[config.mk]
export PLATFORM = sky130hd
export DESIGN_NAME = cp0_interrupt_unit
export DESIGN_NICKNAME = d
export VERILOG_FILES = /design/src/rtl/cp0_pkg.sv /design/src/rtl/cp0_pending.sv /design/src/rtl/register.sv /design/src/rtl/cp0_interrupt_unit.sv
export SDC_FILE = /design/constraint.sdc
export NUM_CORES = 1
export LEC_CHECK = 0
export BUFFER_PORTS_ARGS = -buffer_cell sky130_fd_sc_hd__buf_4
export CAP_MARGIN = 40
export CORE_ASPECT_RATIO = 0.6
export CORE_MARGIN = 5
export CORE_UTILIZATION = 39
export DETAILED_ROUTE_END_ITERATION = 7
export PLACE_DENSITY = 0.77
export SYNTH_ARGS = -nofsm -noshare
export SYNTH_HDL_FRONTEND = slang
export SYNTH_SLANG_ARGS = --single-unit
[constraint.sdc]
create_clock -name clock -period 1.5 [get_ports clock]
set_input_delay 0.075 -clock clock [delete_from_list [all_inputs] [get_ports clock]]
set_output_delay 0.075 -clock clock [all_outputs]
set_load 0.005 [all_outputs]
[src/rtl/cp0_pkg.sv]
// Shared CP0 constants: register numbers, Status bit positions, default vector,
// and helpers that pack the architectural read-back words.
package cp0_pkg;

  localparam logic [4:0] CP0_STATUS = 5'd12;
  localparam logic [4:0] CP0_CAUSE  = 5'd13;
  localparam logic [4:0] CP0_EPC    = 5'd14;

  localparam int STATUS_IE  = 0;
  localparam int STATUS_EXL = 1;
  localparam int IM_LO      = 8;
  localparam int IM_HI      = 15;

  localparam logic [31:0] EXC_VECTOR_DEFAULT = 32'h8000_0180;

  // Status read-back: IM in [15:8], EXL in bit 1, IE in bit 0, all else zero.
  function automatic logic [31:0] status_word(input logic [7:0] im,
                                              input logic       exl,
                                              input logic       ie);
    return {16'b0, im, 6'b0, exl, ie};
  endfunction

  // Cause read-back: only IP[15:8] is implemented.
  function automatic logic [31:0] cause_word(input logic [7:0] ip);
    return {16'b0, ip, 8'b0};
  endfunction

endpackage

[src/rtl/cp0_pending.sv]
// Pending-interrupt tracking: samples the timer and external lines into IP every
// cycle, masks with IM and reduces to the "take an interrupt now" request.
module cp0_pending #(
  parameter int NUM_EXT = 7
) (
  input  logic               clock,
  input  logic               reset,
  input  logic               timer_i,
  input  logic [NUM_EXT-1:0] ext_irq_i,
  input  logic [7:0]         im_i,
  input  logic               ie_i,
  input  logic               exl_i,
  output logic [7:0]         ip_o,
  output logic               taken_o
);

  logic [7:0] ip_d;
  logic [7:0] ip_q;

  // Map sources onto IP positions; unmapped positions stay zero.
  always_comb begin
    ip_d                = '0;
    ip_d[NUM_EXT-1:0]   = ext_irq_i;
    ip_d[7]             = timer_i;
  end

  // IP is level-tracking: it follows the sources with one cycle of latency.
  always_ff @(posedge clock or posedge reset) begin
    if (reset) begin
      ip_q <= '0;
    end else begin
      ip_q <= ip_d;
    end
  end

  assign ip_o = ip_q;

  // Request only from registered state, so no pin-to-output combinational path.
  assign taken_o = (|(ip_q & im_i)) & ie_i & ~exl_i;

endmodule

[src/rtl/register.sv]
// Generic enable register with asynchronous active-high clear.
module register #(
  parameter int W = 32
) (
  input  logic         clk,
  input  logic         rst,
  input  logic         en,
  input  logic [W-1:0] d,
  output logic [W-1:0] q
);

  // Load d when enabled; clear to zero on reset.
  always_ff @(posedge clk or posedge rst) begin
    if (rst) begin
      q <= '0;
    end else if (en) begin
      q <= d;
    end
  end

endmodule

[src/rtl/cp0_interrupt_unit.sv]
// Coprocessor-0 interrupt unit: Status/Cause/EPC, mfc0/mtc0/eret servicing,
// and the TakenInterrupt request used to redirect fetch to the exception vector.
module cp0_interrupt_unit
  import cp0_pkg::*;
#(
  parameter int          NUM_EXT    = 7,
  parameter logic [31:0] EXC_VECTOR = EXC_VECTOR_DEFAULT
) (
  input  logic               clock,
  input  logic               reset,
  input  logic               TimerInterrupt,
  input  logic [NUM_EXT-1:0] ext_irq,
  input  logic               MTC0,
  input  logic               ERET,
  input  logic [4:0]         regnum,
  input  logic [31:0]        wr_data,
  input  logic [31:0]        next_pc,
  output logic [31:0]        rd_data,
  output logic [31:0]        EPC,
  output logic [31:0]        exc_vector,
  output logic               TakenInterrupt
);

  // Status storage packed as {IM[7:0], EXL, IE}; low two bits line up with
  // STATUS_EXL / STATUS_IE.
  logic [9:0]  status_q;
  logic [9:0]  status_d;
  logic        status_en;
  logic [31:0] epc_q;
  logic [31:0] epc_d;
  logic        epc_en;
  logic [7:0]  ip;
  logic        taken;
  logic        wr_status;
  logic        wr_epc;
  logic        unused_wr_bits;

  assign unused_wr_bits = ^{wr_data[31:16], wr_data[7:2]};

  register #(.W(10)) u_status (
    .clk (clock),
    .rst (reset),
    .en  (status_en),
    .d   (status_d),
    .q   (status_q)
  );

  register #(.W(32)) u_epc (
    .clk (clock),
    .rst (reset),
    .en  (epc_en),
    .d   (epc_d),
    .q   (epc_q)
  );

  cp0_pending #(.NUM_EXT(NUM_EXT)) u_pending (
    .clock     (clock),
    .reset     (reset),
    .timer_i   (TimerInterrupt),
    .ext_irq_i (ext_irq),
    .im_i      (status_q[9:2]),
    .ie_i      (status_q[STATUS_IE]),
    .exl_i     (status_q[STATUS_EXL]),
    .ip_o      (ip),
    .taken_o   (taken)
  );

  assign wr_status = MTC0 && (regnum == CP0_STATUS);
  assign wr_epc    = MTC0 && (regnum == CP0_EPC);

  // Next-state for Status/EPC: a taken interrupt squashes the instruction in
  // execute; otherwise eret clears EXL (overriding a same-cycle Status write).
  always_comb begin
    status_d = status_q;
    epc_d    = epc_q;
    if (taken) begin
      status_d[STATUS_EXL] = 1'b1;
      epc_d                = next_pc;
    end else begin
      if (wr_status) begin
        status_d = {wr_data[IM_HI:IM_LO], wr_data[STATUS_EXL], wr_data[STATUS_IE]};
      end
      if (ERET) begin
        status_d[STATUS_EXL] = 1'b0;
      end
      if (wr_epc) begin
        epc_d = wr_data;
      end
    end
    status_en = taken | ERET | wr_status;
    epc_en    = taken | wr_epc;
  end

  // mfc0 read mux on pre-edge state; Cause writes are never stored.
  always_comb begin
    rd_data = 32'b0;
    case (regnum)
      CP0_STATUS: rd_data = status_word(status_q[9:2], status_q[STATUS_EXL],
                                        status_q[STATUS_IE]);
      CP0_CAUSE:  rd_data = cause_word(ip);
      CP0_EPC:    rd_data = epc_q;
      default:    rd_data = 32'b0;
    endcase
  end

  assign EPC            = epc_q;
  assign exc_vector     = EXC_VECTOR;
  assign TakenInterrupt = taken;

endmodule

=== Word level (Yosys, flattened, before mapping) ===
Index checks and enable logic that the tools add are counted.

* Flip-flop bits (word level): 50
* Latch bits: 0
* RAM bits: 0
* Bits in read-only memories: 0
* Input port bits: 81
* Output and inout bits: 97
* Logic and storage cells: 29
* Memories kept: 0

* Add/sub/neg operators: 0
* Multipliers: 0
* Div/mod/pow operators: 0
* Order comparisons: 0
* Equality and inequality tests: 3
* Shift-type cells: 0
* Muxes and demuxes: 6
* Bitwise operators: 8
* Reduce and logical (&&, ||, !) cells: 8

{| class="wikitable"
|+ Operators with widths
! kind !! count
|-
| one-hot mux 32 bit (3 select lines) || 1
|-
| 2-to-1 mux 32 bit || 2
|-
| equality test 5 x 4 -> 1 bit (second input constant) || 3
|-
| bitwise AND 8 bit || 1
|-
| OR reduction 8 bit || 1
|-
| AND reduction 2 bit || 2
|-
| bitwise OR 1 bit || 3
|-
| AND reduction 3 bit || 1
|-
| nonzero test 3 bit || 1
|-
| bitwise AND 1 bit || 2
|-
| logical AND 1 bit || 2
|-
| 2-to-1 mux 1 bit || 2
|-
| 2-to-1 mux 2 bit || 1
|-
| inverter 1 bit || 2
|-
| nonzero test 2 bit || 1
|}

=== Depth between registers and ports, before layout ===
Gate-level depths: netlist (run 1).

* Word-level depth: 7
* Depth in mapped cells: 6
* Gate-level depth less buffers: 4

=== By module ===
Synthesis (run 1) repeated with hierarchy kept, for this count alone.

* Cell total of the unflattened synthesis: 379
* Area total of the unflattened synthesis: 3,595.9 um^2

{| class="wikitable"
|+ By module, submodules not included
! module !! instances !! cells each !! area an instance (um^2) !! seq. area each (um^2)
|-
| cp0_interrupt_unit || 1 || 273 || 1,582.8 || 0.0
|-
| register at u_epc || 1 || 69 || 1,348.8 || 800.8
|-
| register at u_status || 1 || 22 || 415.4 || 250.2
|-
| cp0_pending || 1 || 15 || 249.0 || 200.2
|}

=== Worst setup path after synthesis (run 1) ===
No wires, ideal clock.

* Path kind: reg2reg
* Start point: register u_status.q[9]
* End point: register u_status.q[2]
* Setup time: 128 ps
* Data arrival time: 1,319 ps
* Data required time: 1,372 ps
* Path slack: 54 ps
* Cell stages (with the launch flop): 5
* Buffers on the path: 0
* Period minus slack after synthesis: 1,446 ps
* Cells stage by stage: dfrtp_1 > a22oi_2 > a41oi_4 > nor2_4 > mux2_1

* Longest elaborated chain between the ends: 7
* Elaborated cells on any way between the ends: 8
* Those cells by class: bitwise (6); reduce/logical (2)

{| class="wikitable"
|+ Ends and longest elaborated chain
! item !! RTL line !! text
|-
| start: declaration || register.sv:9 || <nowiki>output logic [W-1:0] q</nowiki>
|-
| start signal: assignment || register.sv:15 || <nowiki>q <= '0;</nowiki>
|-
| start signal: assignment || register.sv:17 || <nowiki>q <= d;</nowiki>
|-
| bitwise AND 8 bit (*) || cp0_pending.sv:39 || <nowiki>assign taken_o = (|(ip_q & im_i)) & ie_i & ~exl_i;</nowiki>
|-
| OR reduction 8 bit (*) || cp0_pending.sv:39 ||
|-
| bitwise AND 1 bit (*) (2 in a row) || cp0_pending.sv:39 ||
|-
| bitwise OR 1 bit (2 in a row) || cp0_interrupt_unit.sv:90 || <nowiki>status_en = taken | ERET | wr_status;</nowiki>
|-
| AND reduction 3 bit (no source line) (*) || -- ||
|}

Every way passes the cells marked *; elsewhere a longest branch is shown, timed or not.
A chain may end at the register's enable or synchronous reset.

=== Worst setup path after layout (run 1) ===
* Start point: register u_status.q[2]
* End point: register u_status.q[5]

The elaborated chain is that of the path after synthesis.

==> results of run 1 <==
[critical path, cell delays in order (launching register included)]
cell and delay (ps):
sky130_fd_sc_hd__dfrtp_1 390, sky130_fd_sc_hd__a22oi_2 270, sky130_fd_sc_hd__a41oi_4 200, sky130_fd_sc_hd__nor2_4 160
sky130_fd_sc_hd__buf_12 150, sky130_fd_sc_hd__mux2_4 300
[layer usage]
metal,vias up,part of all wire,global-route usage,wire length [um]
met1,1204,0.43,0.247,3650
met5,-,0,0,0
met3,2,0.086,0.0497,737
li1,1199,-,-,-
met2,107,0.48,0.310,4100
met4,0,0.0042,0.0305,36
[cells by family (layout without fill, tap and decap cells)]
kind of cell    Yosys count  after routing  share of synthesized area
mux                      41             41                      0.149
simple gates             66             66                      0.123
flops                    50             50                      0.445
other cells               2             32                    0.00267
buf+inv                  58            204                      0.145
compound gates           48             48                      0.135
[power breakdown]
part	switching, uW	leakage, uW	internal, uW
clock	476	0.0000832	756
sequential	406	0.000614	1870
combinational	1240	0.00150	1600
[registers in the layout (all words and copies together) (netlist names)]
register        cells
u_epc.q            32
u_pending.ip_o      8
u_status.q         10
[worst max-delay path by stage]
stage               cells past startpoint       endpoint               from  slack, ps
CTS                                     6    u_epc.q[10]  u_pending.ip_o[3]        -80
global placement                        4  u_status.q[9]      u_status.q[2]        -40
global route                            5  u_status.q[6]      u_status.q[5]       -160
floorplan                               4  u_status.q[2]      u_status.q[9]         50
finish                                  5  u_status.q[5]      u_status.q[2]       -100
detailed placement                      4  u_status.q[5]      u_status.q[5]       -130
[stage by stage]
| step | std cells | worst slack (ps) | instance area, um^2 | hold WS [ps] | TNS (ps) |
|---|---|---|---|---|---|
| after global routing | 532 | -160 | 4430 | 7.39 | -4570 |
| final | 532 | -95.2 | 4430 | -4.41 | -1970 |
| after global placement | 497 | -42.3 | 3910 | 119 | -324 |
| after detailed placement | 497 | -134 | 3910 | 135 | -1360 |
| after floorplan | 295 | 53.5 | 2930 | 106 | 0 |
| after CTS | 532 | -75.0 | 4410 | 0.113 | -1800 |
[timing repair]
item                                    4_1_cts  5_1_grt
hold buffers                                 24        0
gates resized for setup                       9        7
gates cloned                                  1        0
buffers inserted                              2        0
endpoints found under the hold margin        43        0
endpoints found under the setup margin       33       43
pin swaps                                     4        5
[cells in the mapped netlist, types with 3 or more instances]
cell type / count
sky130_fd_sc_hd__nand2_1: 33
sky130_fd_sc_hd__buf_12: 3
sky130_fd_sc_hd__a222oi_1: 8
sky130_fd_sc_hd__mux2i_1: 33
sky130_fd_sc_hd__dfrtp_1: 50
sky130_fd_sc_hd__and2_1: 22
sky130_fd_sc_hd__clkbuf_1: 6
sky130_fd_sc_hd__o21ai_1: 20
sky130_fd_sc_hd__o21ai_2: 10
sky130_fd_sc_hd__a22oi_2: 4
sky130_fd_sc_hd__buf_4: 34
sky130_fd_sc_hd__mux2_1: 8
sky130_fd_sc_hd__inv_1: 9
sky130_fd_sc_hd__buf_2: 5
[layout make-up]
type                       instances  share of cell area
clock buffer                       8              0.0375
inverter                           9             0.00762
multi-input combinational        187               0.295
sequential                        50               0.282
tap                               91              0.0257
timing repair buffer             187               0.352
==> impl_table.tex, run 1 <==
\begin{tabular}{lr}
\hline
Metric & Value \\
\hline
\multicolumn{2}{l}{\textbf{Run status}} \\
\quad Result of the run & complete, but fails checks \\
\quad Violations in the final reports & negative hold slack, negative setup slack \\
\multicolumn{2}{l}{\textbf{Run}} \\
\quad Count of maximum capacitance violations & 0 \\
\multicolumn{2}{l}{\textbf{Layout}} \\
\quad Fraction of layout instances using a drive strength above 1 & 0.458 \\
\quad Post-layout nets & 521 \\
\quad Area of the multi-input gates & 1310 um\^{}2 \\
\quad Diodes inserted & 0 \\
\quad Most common library cell in the layout ignoring fill and taps & sky130\_fd\_sc\_hd\_\_buf\_4 \\
\quad Area added between synthesis and finish & 57.6\% \\
\quad Highest-count cells in the layout ignoring fill and taps & sky130\_fd\_sc\_hd\_\_buf\_4, sky130\_fd\_sc\_hd\_\_dfrtp\_1, sky130\_fd\_sc\_hd\_\_mux2i\_1, sky130\_fd\_sc\_hd\_\_nand2\_1, sky130\_fd\_sc\_hd\_\_conb\_1 \\
\quad Layout fillers & 599 \\
\quad Footprint of the flip-flops and latches & 1250 um\^{}2 \\
\quad Share of the core filled with cells in the final layout & 0.620 \\
\multicolumn{2}{l}{\textbf{Logic synthesis}} \\
\quad Post-synthesis area per instance & 10.6 um\^{}2 \\
\quad Cell types occupying the most area after synthesis & sky130\_fd\_sc\_hd\_\_dfrtp\_1, sky130\_fd\_sc\_hd\_\_mux2i\_1, sky130\_fd\_sc\_hd\_\_buf\_4 \\
\quad Register area share after synthesis & 0.445 \\
\quad Synthesized instance count & approximately 270 \\
\quad Register bit total from synthesis & 50 \\
\quad Post-synthesis cell area & about 2800 um\^{}2 \\
\quad Post-synthesis cell type count & 29 \\
\quad Yosys synthesis warning count & 0 \\
\quad Number of enable-type register cells in the synthesized netlist & 0 \\
\quad Share of Yosys cell area claimed by the top area cell type & 0.445 \\
\quad Prevailing post-synth register cell & sky130\_fd\_sc\_hd\_\_dfrtp\_1 \\
\quad Proportion of synthesized flip-flops having asynchronous set or reset & 1.00 \\
\quad Cell taking the most area after synthesis & sky130\_fd\_sc\_hd\_\_dfrtp\_1 \\
\multicolumn{2}{l}{\textbf{Detailed routing}} \\
\quad Total via count in the routed design & 2512 \\
\quad Total iterations of the first detailed-routing run & 4 \\
\quad Violation count after the first detailed-routing iteration & 167 \\
\quad Routed via count divided by cell count & 4.72 \\
\quad Remaining number of nets flagged by the antenna check after routing & 0 \\
\quad Routed length per instance & 16.0 um \\
\quad Post-detailed-routing wire length & 8530 um \\
\quad DRC errors left & 0 \\
\multicolumn{2}{l}{\textbf{STA}} \\
\quad Setup repair after global routing missed its margin & yes \\
\quad Smallest setup slack after layout & -95.2 ps \\
\quad Number of slew-limit violations in the final report & 0 \\
\quad Crit path time final & 1600 ps \\
\quad Final worst path period share & 1.06 \\
\quad Fmax & 627 MHz \\
\quad Final setup fails & 30 \\
\quad Final Skew & 4.68 ps \\
\quad Hold Slack & -4.41 ps \\
\quad Fin. Hold Viols & 1 \\
\multicolumn{2}{l}{\textbf{Critical path}} \\
\quad Startpoint-to-endpoint class of the critical path & flip-flop to flip-flop \\
\quad Worst setup slack for register-to-register paths & -100 ps \\
\quad Startpoint of the worst register-to-register path & u\_status.q[2] \\
\quad Endpoint kind of the worst setup timing path & flip-flop \\
\quad Data arrival time of the worst path & 1760 ps \\
\quad Setup crit start kind & flip-flop \\
\quad Critical Path Fanout Max & 8 \\
\quad Required time reported for the critical path endpoint & around 1700 ps \\
\quad Path depth of the worst reg2reg path & 5 \\
\quad Destination of the worst register-to-register timing path & u\_status.q[5] \\
\multicolumn{2}{l}{\textbf{Floorplanning}} \\
\quad Top-Level Pins & 178 \\
\quad Chip height & 75.8 um \\
\quad DIE AREA & 9070 um\^{}2 \\
\quad Die boundary width & 120 um \\
\quad Standard cell core area & 7150 um\^{}2 \\
\quad Number of placement rows & 24 \\
\quad Initial Utilization & 0.394 \\
\multicolumn{2}{l}{\textbf{Global route}} \\
\quad Via count of the first global-routing pass & roughly 2600 \\
\quad Largest net degree at the start of global routing & 33 \\
\quad Number of antenna violations at the first check in global routing & 0 \\
\quad Overflow after GRT & 0 \\
\quad Global-route wire length before repair & 13200 um \\
\quad Total track usage & 0.184 \\
\multicolumn{2}{l}{\textbf{Place}} \\
\quad Number of port buffers & about 150 \\
\quad Post-DP HPWL & 6150 um \\
\quad Placer congestion estimate & $\sim$0.76 \\
\multicolumn{2}{l}{\textbf{Worst hold path}} \\
\quad Hold Crit Start & next\_pc[3] \\
\quad Hold Path Depth & 3 \\
\quad Class of the worst hold path & input pin to flip-flop \\
\quad Worst Hold Endpoint & u\_epc.q[3] \\
\multicolumn{2}{l}{\textbf{Clock network}} \\
\quad Number of sinks driven by the clock tree & 50 \\
\quad TritonCTS buffer count & 5 \\
\quad Worst-case clock buffer depth & 2 \\
\quad Worst skew pair latency & around 280 ps \\
\quad Clk Tree Root Cell & sky130\_fd\_sc\_hd\_\_clkbuf\_16 \\
\quad H-tree levels & 2 \\
\quad TritonCTS clock tree & done \\
\quad Clk slew on worst S/H paths & roughly 70 ps \\
\multicolumn{2}{l}{\textbf{Pwr}} \\
\quad Power Total & 6340 uW \\
\quad Cell area power density & 1430 nW/um\^{}2 \\
\quad Peak supply drop & 0.000695 V \\
\quad Leakage & 0.00219 uW \\
\hline
\end{tabular}
No activity file was read; power rests on OpenSTA's default activity.
==> inputs of run 2 (changes only) <==
Settings changed: CELL_PAD_IN_SITES_DETAIL_PLACEMENT set to 0, CELL_PAD_IN_SITES_GLOBAL_PLACEMENT set to 1, CORE_MARGIN 5 to not set, CORE_UTILIZATION 39 to 28, GPL_TIMING_DRIVEN set to 0, PLACE_DENSITY 0.77 to not set, PLACE_DENSITY_LB_ADDON set to 0.1.
==> run 2 against run 1 <==
  * Maximum frequency shrank 6.4%
  * The flow finishes with violations (negative setup slack)
  * Via count grew 7.1%
  * Wire length is 11% higher
  * Core utilization shrank 6.0 points
  * Clock skew increased by 4.4 ps
==> impl_table.tex, run 2 (synthesis results as in run 1) <==
\begin{tabular}{lr}
\hline
Metric & Value \\
\hline
\multicolumn{2}{l}{\textbf{Detailed routing}} \\
\quad Remaining number of nets flagged by the antenna check after routing & 0 (unchanged) \\
\quad Wire length on met3 & 711 um (-3.5\%) \\
\quad M1 WL & 4430 um (+21\%) \\
\quad Total iterations of the first detailed-routing run & 4 (unchanged) \\
\quad DRC errors left & 0 (unchanged) \\
\quad Routed via count divided by cell count & 4.24 (-10\%) \\
\quad Sum of met2 wire segment lengths after detailed routing & 4210 um (+2.6\%) \\
\quad Total via count in the routed design & 2690 (+7.1\%) \\
\quad Violation count after the first detailed-routing iteration & 95 (-43\%) \\
\quad Uppermost layer routed & met4 \\
\quad Post-detailed-routing wire length & 9440 um (+11\%) \\
\quad Routed length per instance & 14.9 um (-7.2\%) \\
\multicolumn{2}{l}{\textbf{STA}} \\
\quad Final worst path period share & 1.14 (+0.0722) \\
\quad Smallest setup slack after layout & -203 ps (-108 ps) \\
\quad Rel. slew slack & 0.543 \\
\quad Setup repair after global routing missed its margin & yes \\
\quad Fin. Hold Viols & 0 (-1) \\
\quad Final Skew & 9.07 ps (+4.39 ps) \\
\quad Fmax & 587 MHz (-6.4\%) \\
\quad Total negative slack for setup checks & -3480 ps (-1510 ps) \\
\quad Actual slew at the worst max-slew pin & slightly below 700 ps \\
\quad Crit path time final & 1700 ps (+108 ps) \\
\quad Number of slew-limit violations in the final report & 0 (unchanged) \\
\quad Final setup fails & 38 (+27\%) \\
\multicolumn{2}{l}{\textbf{Critical path}} \\
\quad Required time reported for the critical path endpoint & 1680 ps (+20 ps) \\
\quad Critical Path Fanout Max & 8 (unchanged) \\
\quad Path depth of the worst reg2reg path & 6 (+1) \\
\quad Worst setup slack for register-to-register paths & -200 ps (-110 ps) \\
\quad Destination of the worst register-to-register timing path & u\_status.q[6] \\
\quad Setup crit start kind & flip-flop \\
\quad Endpoint kind of the worst setup timing path & flip-flop \\
\quad Startpoint of the worst register-to-register path & u\_status.q[5] \\
\quad Data arrival time of the worst path & 1890 ps (+130 ps) \\
\quad Startpoint-to-endpoint class of the critical path & flip-flop to flip-flop \\
\multicolumn{2}{l}{\textbf{Worst hold path}} \\
\quad Class of the worst hold path & input pin to flip-flop \\
\quad Hold Path Depth & 2 (-1) \\
\quad Worst Hold Endpoint & u\_status.q[9] \\
\quad Hold Crit Start & wr\_data[15] \\
\multicolumn{2}{l}{\textbf{Pwr}} \\
\quad Peak supply drop & 0.000659 V (-5.2\%) \\
\quad Leakage & 0.00269 uW (+23\%) \\
\quad Cell area power density & 1410 nW/um\^{}2 (-1.8\%) \\
\multicolumn{2}{l}{\textbf{Layout}} \\
\quad Footprint of the flip-flops and latches & 1250 um\^{}2 (unchanged) \\
\quad Layout fillers & 837 (+40\%) \\
\quad Highest-count cells in the layout ignoring fill and taps & sky130\_fd\_sc\_hd\_\_buf\_4, sky130\_fd\_sc\_hd\_\_dfrtp\_1, sky130\_fd\_sc\_hd\_\_dlygate4sd3\_1 \\
\quad Post-layout nets & 584 (+12\%) \\
\quad Max reg flops & 32 (unchanged) \\
\quad Filler-free cell count of the finished design & 634 (+19\%) \\
\quad Register ranked first by flip-flop count & u\_epc.q \\
\quad Area of the multi-input gates & 1520 um\^{}2 (+16\%) \\
\quad Area added between synthesis and finish & 88.6\% \\
\quad Fraction of layout instances using a drive strength above 1 & 0.563 (+0.105) \\
\quad Most common library cell in the layout ignoring fill and taps & sky130\_fd\_sc\_hd\_\_buf\_4 \\
\quad Diodes inserted & 0 (unchanged) \\
\multicolumn{2}{l}{\textbf{Clock network}} \\
\quad Worst skew pair latency & 300 ps (+20 ps) \\
\quad TritonCTS clock tree & done \\
\quad H-tree levels & 2 (unchanged) \\
\quad Clk Tree Root Cell & sky130\_fd\_sc\_hd\_\_clkbuf\_16 \\
\quad TritonCTS buffer count & 5 (unchanged) \\
\quad Worst-case clock buffer depth & 2 (unchanged) \\
\quad Number of sinks driven by the clock tree & 50 (unchanged) \\
\quad Clk slew on worst S/H paths & 70 ps (about the same) \\
\multicolumn{2}{l}{\textbf{Place}} \\
\quad Post-DP HPWL & 6710 um (+9.0\%) \\
\quad Number of instances in the placed design & 571 (+15\%) \\
\quad Number of port buffers & 145 (unchanged) \\
\quad Placer congestion estimate & 0.788 (+4.1\%) \\
\multicolumn{2}{l}{\textbf{Global route}} \\
\quad Total track usage & 0.174 (-0.00972) \\
\quad Global-route wire length before repair & 13900 um (+5.2\%) \\
\quad Via count of the first global-routing pass & 2588 (+1.4\%) \\
\quad Largest net degree at the start of global routing & 30 (-9.1\%) \\
\quad Overflow after GRT & 0 (unchanged) \\
\quad Number of antenna violations at the first check in global routing & 0 (unchanged) \\
\multicolumn{2}{l}{\textbf{Floorplanning}} \\
\quad DIE AREA & 10500 um\^{}2 (+15\%) \\
\quad Standard cell core area & 9460 um\^{}2 (+32\%) \\
\quad Chip height & 79.6 um (+5.1\%) \\
\quad Top-Level Pins & 178 (unchanged) \\
\quad Initial Utilization & 0.297 (-0.0962) \\
\quad Die boundary width & 131 um (+9.8\%) \\
\quad Number of placement rows & 27 (+13\%) \\
\multicolumn{2}{l}{\textbf{Run status}} \\
\quad Result of the run & complete, but fails checks \\
\quad Violations in the final reports & negative setup slack \\
\multicolumn{2}{l}{\textbf{Run}} \\
\quad Count of maximum capacitance violations & 0 (unchanged) \\
\hline
\end{tabular}
-- run 2: cell types whose count changed in the layout (fill, tap and decap cells not counted), moves of 6 or more --
| cell | before | now |
|---|---|---|
| sky130_fd_sc_hd__o21ai_2 | 13 | 24 |
| sky130_fd_sc_hd__dlygate4sd3_1 | 24 | 42 |
| sky130_fd_sc_hd__o21ai_1 | 17 | 8 |
| sky130_fd_sc_hd__nand2_4 | 0 | 22 |
| sky130_fd_sc_hd__buf_4 | 155 | 184 |
| sky130_fd_sc_hd__nand2_1 | 33 | 8 |
| sky130_fd_sc_hd__buf_6 | 2 | 8 |
-- run 2: cell type report --
class                      count  share of cell area
timing repair buffer         204               0.328
multi-input combinational    187               0.287
clock inverter                 3             0.00896
tap                          130              0.0307
clock buffer                   5              0.0236
sequential                    50               0.236
inverter                       9             0.00637
buffer                        46              0.0793
-- run 2: worst max-delay path, stage by stage, from the launching register on --
cell and delay [ps]:
sky130_fd_sc_hd__dfrtp_1 400, sky130_fd_sc_hd__a22oi_2 290, sky130_fd_sc_hd__a41oi_4 200, sky130_fd_sc_hd__buf_6 160, sky130_fd_sc_hd__nor2_4 90, sky130_fd_sc_hd__buf_12 150
sky130_fd_sc_hd__mux2_4 300
-- run 2: power breakdown --
group	internal, uW	switching [uW]
logic	2140	1680
clock network	800	543
registers	1870	418
total	4810	2650
-- run 2: worst max-delay path by stage --
stage	startpoint	endpoint	slack (ps)
CTS	u_pending.ip_o[3]	u_status.q[7]	-200
floorplan	u_status.q[9]	u_status.q[2]	50
detailed placement	u_status.q[1]	u_epc.q[13]	-250
global placement	reset	u_epc.q[6]	-600
finish	u_status.q[5]	u_status.q[6]	-200
global route	u_status.q[5]	u_status.q[7]	-290
-- run 2: timing repair --
item / CTS / global route
pin swaps: 4 / 29
gates cloned: 0 / 2
endpoints found under the hold margin: 68 / 1
hold buffers: 41 / 1
buffers inserted: 5 / 9
endpoints found under the setup margin: 68 / 51
gates resized for setup: 23 / 83
-- run 2: metrics by stage --
step                      total power [uW]   util  cell area [um^2]  hold slack (ps)  setup WS [ps]
after global placement                4810  0.442              4180              187           -597
after global routing                  7930  0.561              5300             10.9           -289
after floorplan                       3540      -              2930              106           53.5
after detailed placement              4850  0.444              4200              186           -255
after CTS                             6580  0.519              4910             10.7           -203
final                                 7450  0.561              5300             13.7           -203
-- run 2: per-layer routing --
metal	GRT usage	vias up
met5	0	-
met4	0.0453	0
met3	0.0457	8
met2	0.265	123
met1	0.244	1234
li1	-	1325
